## config.mk

```make
export PLATFORM = sky130hd
export DESIGN_NAME = conv_result_writer
export DESIGN_NICKNAME = d
export VERILOG_FILES = /design/src/rtl/conv_result_writer_pkg.sv /design/src/rtl/conv_result_writer_pixel_normaliser.sv /design/src/rtl/conv_result_writer.sv
export SDC_FILE = /design/constraint.sdc
export NUM_CORES = 1
export LEC_CHECK = 0
export BUFFER_PORTS_ARGS = -buffer_cell sky130_fd_sc_hd__buf_2
export CAP_MARGIN = 15
export CORE_MARGIN = 3
export CORE_UTILIZATION = 40
export CTS_CLUSTER_DIAMETER = 120
export DETAILED_ROUTE_END_ITERATION = 12
export PLACE_DENSITY = 0.64
export SYNTH_ARGS = -nofsm -noshare
export SYNTH_HDL_FRONTEND = slang
export SYNTH_HIERARCHICAL = 1
export SYNTH_SLANG_ARGS = --single-unit
```

## constraint.sdc

```tcl
create_clock -name clk -period 1.9 [get_ports clk]
set_input_delay 0.19 -clock clk [delete_from_list [all_inputs] [get_ports clk]]
set_output_delay 0.19 -clock clk [all_outputs]
set_load 0.01 [all_outputs]
```

## src/rtl/conv_result_writer_pkg.sv

```systemverilog
// Shared constants for the convolution result writer.
// Holds the default image geometry, the derived output-frame geometry,
// the pixel saturation ceiling and the FSM state encodings.
package conv_result_writer_pkg;

  localparam int DEF_IMG_W   = 128;
  localparam int DEF_IMG_H   = 128;
  localparam int DEF_NORM_SH = 4;
  localparam int DEF_ADDR_W  = 15;

  // A valid 3x3 convolution loses one pixel on every border.
  localparam int OUT_W     = DEF_IMG_W - 2;
  localparam int OUT_H     = DEF_IMG_H - 2;
  localparam int LAST_ADDR = OUT_W * OUT_H - 1;

  localparam logic [7:0] PIX_MAX = 8'hFF;

  localparam logic [1:0] ST_IDLE = 2'd0;
  localparam logic [1:0] ST_RUN  = 2'd1;
  localparam logic [1:0] ST_DONE = 2'd2;

endpackage

```

## src/rtl/conv_result_writer_pixel_normaliser.sv

```systemverilog
// Combinational normaliser: divides the convolution sum by the kernel
// weight sum (a right shift) and clamps the quotient to an 8-bit pixel.
// Ports:
//   result  in  20  unsigned convolution sum
//   pix     out 8   normalised, saturated pixel
module pixel_normaliser
  import conv_result_writer_pkg::*;
#(
  parameter int NORM_SH = DEF_NORM_SH
) (
  input  logic [19:0] result,
  output logic [7:0]  pix
);

  function automatic logic [7:0] sat_u8(input logic [19:0] val);
    if (|val[19:8]) return PIX_MAX;
    else            return val[7:0];
  endfunction

  logic [19:0] sum;

  assign sum = result >> NORM_SH;
  assign pix = sat_u8(sum);

endmodule

```

## src/rtl/conv_result_writer.sv

```systemverilog
// Output stage of the convolution datapath. Each done_conv strobe carries
// a convolution sum; it is normalised, saturated and written one cycle
// later into the output-image BRAM at the next raster address of a
// (IMG_W-2)x(IMG_H-2) frame. frame_done rises once the last pixel is written.
// Ports:
//   clk, rst_n       clock, asynchronous active-low reset
//   start            arm (or restart) a frame
//   done_conv        one-cycle strobe, result valid
//   result [19:0]    unsigned convolution sum
//   wea/addra/dina   BRAM write port (registered)
//   col/row [6:0]    raster position of the write on addra
//   frame_done       level, frame complete until next start
//   overrun          sticky, strobe seen outside RUN
module conv_result_writer
  import conv_result_writer_pkg::*;
#(
  parameter int IMG_W   = DEF_IMG_W,
  parameter int IMG_H   = DEF_IMG_H,
  parameter int NORM_SH = DEF_NORM_SH,
  parameter int ADDR_W  = DEF_ADDR_W
) (
  input  logic              clk,
  input  logic              rst_n,
  input  logic              start,
  input  logic              done_conv,
  input  logic [19:0]       result,
  output logic              wea,
  output logic [ADDR_W-1:0] addra,
  output logic [7:0]        dina,
  output logic [6:0]        col,
  output logic [6:0]        row,
  output logic              frame_done,
  output logic              overrun
);

  localparam int FRAME_W    = IMG_W - 2;
  localparam int FRAME_H    = IMG_H - 2;
  localparam int FRAME_LAST = FRAME_W * FRAME_H - 1;

  logic [1:0]        state;
  logic [ADDR_W-1:0] nxt_addr;
  logic [6:0]        nxt_col;
  logic [6:0]        nxt_row;
  logic [7:0]        pix;
  logic              last_wr;

  pixel_normaliser #(
    .NORM_SH(NORM_SH)
  ) u_norm (
    .result(result),
    .pix   (pix)
  );

  // The final pixel is on the write port this cycle; the frame closes on
  // the next edge, so any strobe arriving now has nowhere to go.
  assign last_wr = wea && (addra == ADDR_W'(FRAME_LAST));

  // nxt_* track the position of the next pixel to be written, while
  // addra/col/row keep describing the write currently (or last) issued.
  always_ff @(posedge clk or negedge rst_n) begin
    if (!rst_n) begin
      state      <= ST_IDLE;
      wea        <= 1'b0;
      addra      <= '0;
      dina       <= 8'd0;
      col        <= 7'd0;
      row        <= 7'd0;
      frame_done <= 1'b0;
      overrun    <= 1'b0;
      nxt_addr   <= '0;
      nxt_col    <= 7'd0;
      nxt_row    <= 7'd0;
    end else begin
      wea <= 1'b0;
      if (start) begin
        // start outranks a coincident strobe: it is dropped, not an overrun
        state      <= ST_RUN;
        addra      <= '0;
        col        <= 7'd0;
        row        <= 7'd0;
        frame_done <= 1'b0;
        overrun    <= 1'b0;
        nxt_addr   <= '0;
        nxt_col    <= 7'd0;
        nxt_row    <= 7'd0;
      end else begin
        case (state)
          ST_RUN: begin
            if (last_wr) begin
              state      <= ST_DONE;
              frame_done <= 1'b1;
              if (done_conv) overrun <= 1'b1;
            end else if (done_conv) begin
              wea      <= 1'b1;
              dina     <= pix;
              addra    <= nxt_addr;
              col      <= nxt_col;
              row      <= nxt_row;
              nxt_addr <= nxt_addr + ADDR_W'(1);
              if (nxt_col == 7'(FRAME_W - 1)) begin
                nxt_col <= 7'd0;
                nxt_row <= nxt_row + 7'd1;
              end else begin
                nxt_col <= nxt_col + 7'd1;
              end
            end
          end
          default: begin
            if (done_conv) overrun <= 1'b1;
          end
        endcase
      end
    end
  end

endmodule

```

==> metrics.yaml <==
floorplan:
  die_w_um: 100
  chipHeight_um: 100
  initial_core_util_pct: 42.0
  core_um2: 8420
  rows: 33
  io_pins: 64
  dieArea_um2: 10000
grt:
  gr-usage-all-layers_pct: 17.9
  grt_overflow_total: 0
  grt_pass1_wl_mm: 14.4
  grt_pass1_vias: 2932
  grt_max_degree: 39
  antenna_found_initial: 0
synthesis:
  synth-simple-area-share_pct: 21.4
  synth_nets: 385
  muxShareOfSynthArea_pct: 4.77
  synth-compound-area-share_pct: 17.3
  synthAdderAreaFrac_pct: 1.41
  yosysSeqAreaShare_pct: 49.5
  syn_inst: 357
  synth_cell_types: 41
  yosys_warnings: 6
  synth_top_family_by_area: "simple AND/OR/NAND/NOR gates"
  synth_xor_area_share_pct: 0
  synth_seq_cells: 70
  avgSynthCellArea_um2: 9.91
  synth_area_um2: 3540
worst_setup_path:
  cp-end-kind: "flip-flop"
  crit_type: "flip-flop to flip-flop"
  cp_data_arrival_time_ns: 2.09
  startpoint_type: "flip-flop"
  critical_path_peak_fanout: 16
  crit_required_ns: 2.12
final_layout:
  design_area_um2: 4420
  diodes: 0
  fin_cells: 535
  fin_nets: 453
  final_layout_size_suffix_gt1_share_pct: 29.5
  area_delta_synth_final_pct: 24.8
  postLayoutCoreUtil_pct: 52.5
drt:
  antenna_left: 0
  wl_mm: 8.89
  drtPass1Iterations: 4
  viasPerCell: 5.77
  post_drt_wl_per_cell_um: 16.6
  drt_iter0_drc: 117
  drc: 0
  via_count: 3087
cts:
  cts-root-buf: "clkbuf_8"
  clkLatencyLatePin_ns: 0.34
  clock-sinks: 70
  clk_pin_slew_ns: 0.08
  h-tree-depth: 3
  clk_path_buf_depth: 2
  cts_tree: "built"
  numCtsBuffers: 9
sta:
  worstMarginPinSlew_ns: 0.587
  hold_viol: 0
  min_period_over_period_pct: 98.6
  fin_skew_ns: 0.0110
  finalSetupViolCount: 0
  slew_headroom_pct: 60.9
  rsz0062_at_grt: "true"
  layout_min_cycle_time_ns: 1.87
  fmax_ghz: 0.534
  maxSlewViolCount: 0
placement:
  place_inst: 514
  gp_congestion: 0.760
  hpwl_mm: 5.92
  post_dp_cell_area_um2: 4040
  portBuffers: 59
pwr:
  vdd_drop_max_mv: 0.592
  power_leakage_nw: 1.83
  power_mw: 3.31
  power_density_nw_per_um2: 749
run_status:
  status: "completed"
worst_hold_path:
  hold_path_class: "input pin to flip-flop"
flow_run:
  cap_violations: 0
stage by stage:
step / TNS (ns) / setup slack (ns) / hold slack [ns]
2_1_floorplan: 0 / 0.140 / -0.106
3_3_place_gp: 0 / 0.0413 / 0.224
3_5_place_dp: -0.0236 / -0.0152 / 0.227
4_1_cts: 0 / 0.0130 / 0.118
5_1_grt: -0.0337 / -0.00912 / 0.121
6_report: 0 / 0.0271 / 0.133
cell usage after synthesis (all sizes together):
| cell type | n | share of area, % |
|---|---|---|
| mux2 | 15 | 4.8 |
| a21oi | 48 | 6.8 |
| dfrtp | 70 | 49 |
| nor3b | 1 | 0.21 |
| a2111oi | 1 | 0.25 |
| or3 | 5 | 0.88 |
| nor4bb | 1 | 0.46 |
| o311ai | 1 | 0.25 |
| nor2b | 7 | 1.2 |
| and4 | 4 | 1.1 |
| and4b | 2 | 0.67 |
| nand2 | 7 | 0.74 |
| nand4b | 2 | 0.49 |
| nor2 | 8 | 0.85 |
| o32ai | 3 | 1.2 |
| clkbuf | 20 | 2.1 |
| nand2b | 2 | 0.35 |
| nor4 | 8 | 1.8 |
| o41ai | 1 | 0.25 |
| buf | 10 | 2.4 |
| a211oi | 4 | 0.85 |
| nor3 | 1 | 0.46 |
| nand4 | 3 | 0.53 |
| nand3b | 9 | 1.9 |
| and3b | 1 | 0.25 |
| o31ai | 12 | 2.5 |
| and3 | 2 | 0.35 |
| nand3 | 44 | 6.4 |
| ha | 4 | 1.4 |
| inv | 11 | 1.2 |
| o21ai | 37 | 5.2 |
| or4 | 13 | 2.8 |
state kept, by name (all words and copies together), names as in the netlist:
signal and cells:
nxt_addr 15, row 7, nxt_col 7, nxt_row 7, dina 8, wea 1
state 1, overrun 1, frame_done 1, addra 15, col 7
area by class of cell:
cell class | count | area (um^2)
Inverter | 11 | 41.3
Sequential cell | 70 | 1750
Fill cell | 789 | 4010
Tap cell | 105 | 131
Clock buffer | 10 | 138
Multi-Input combinational cell | 246 | 1640
Clock inverter | 6 | 133
Timing Repair Buffer | 87 | 588
per-layer routing:
metal,vias to the layer above,global-route usage (%),routed length (um)
met5,-,0,0
met4,0,4.66,81
met3,8,4.38,370
met2,62,31.2,4600
met1,1543,22.3,3840
li1,1474,-,-
cell families (layout without fill, tap and decap cells):
logic type	Yosys count	count (layout)
compound gates	107	107
flops	70	70
fa+ha+maj	4	4
buf+inv	41	114
mux	15	15
simple gates	120	120
worst max-delay path, stage by stage (launching register included):
cell	delay (ns)
dfrtp_1	0.41
and4b_1	0.23
and4_4	0.24
buf_12	0.17
nor4_1	0.34
mux2_1	0.36
layout by cell type, fill, tap and decap left out, types with 2 or more instances in the layout:
master | synthesis | routed
dfrtp_1 | 70 | 70
buf_2 | 1 | 59
a21oi_1 | 48 | 48
nand3_1 | 43 | 42
o21ai_0 | 37 | 37
buf_4 | 4 | 21
or4_1 | 13 | 13
o31ai_1 | 12 | 12
inv_1 | 11 | 11
mux2_2 | 10 | 10
clkbuf_8 | 0 | 10
nand3b_1 | 9 | 9
nor2_1 | 8 | 8
nor2b_1 | 7 | 7
nand2_1 | 7 | 7
mux2_1 | 5 | 5
or3_1 | 5 | 5
buf_12 | 0 | 5
nor4_2 | 2 | 4
a211oi_1 | 4 | 4
ha_1 | 4 | 4
bufinv_16 | 0 | 4
nand4_1 | 3 | 3
and4_1 | 3 | 3
nor4_1 | 6 | 3
nand3_2 | 1 | 2
nand2b_1 | 2 | 2
and3_1 | 2 | 2
o32ai_2 | 2 | 2
nand4b_1 | 2 | 2
worst paths after layout:
| path | cells after the start | slack (ns) | to | from |
|---|---|---|---|---|
| max | 5 | 0.03 | nxt_row[6] | addra[11] |
| min | 3 | 0.13 | overrun | done_conv |
| max reg2reg | 5 | 0.03 | nxt_row[6] | addra[11] |
| min reg2reg | 1 | 0.51 | dina[6] | dina[6] |
| max in group asynchronous | 3 | 0.95 | row[5] | rst_n |
| min in group asynchronous | 2 | 0.39 | dina[4] | rst_n |
where the power goes:
group / leakage [nW] / switching, mW / internal (mW) / total (mW)
clock network: 0.132 / 0.571 / 1.04 / 1.61
registers: 0.927 / 0.00957 / 1.50 / 1.51
logic: 0.772 / 0.123 / 0.0690 / 0.192
total: 1.83 / 0.704 / 2.61 / 3.31
timing repair:
item                                   in CTS  in global routing
pin swaps                                   0                  2
hold buffers                                1                  0
endpoints found under the hold margin      22                  0
setup endpoints to repair                   4                 11
cloned                                      0                  1
resized for setup                           1                  7
buffers inserted                            0                  3
Power figures use the tool's default switching activity.
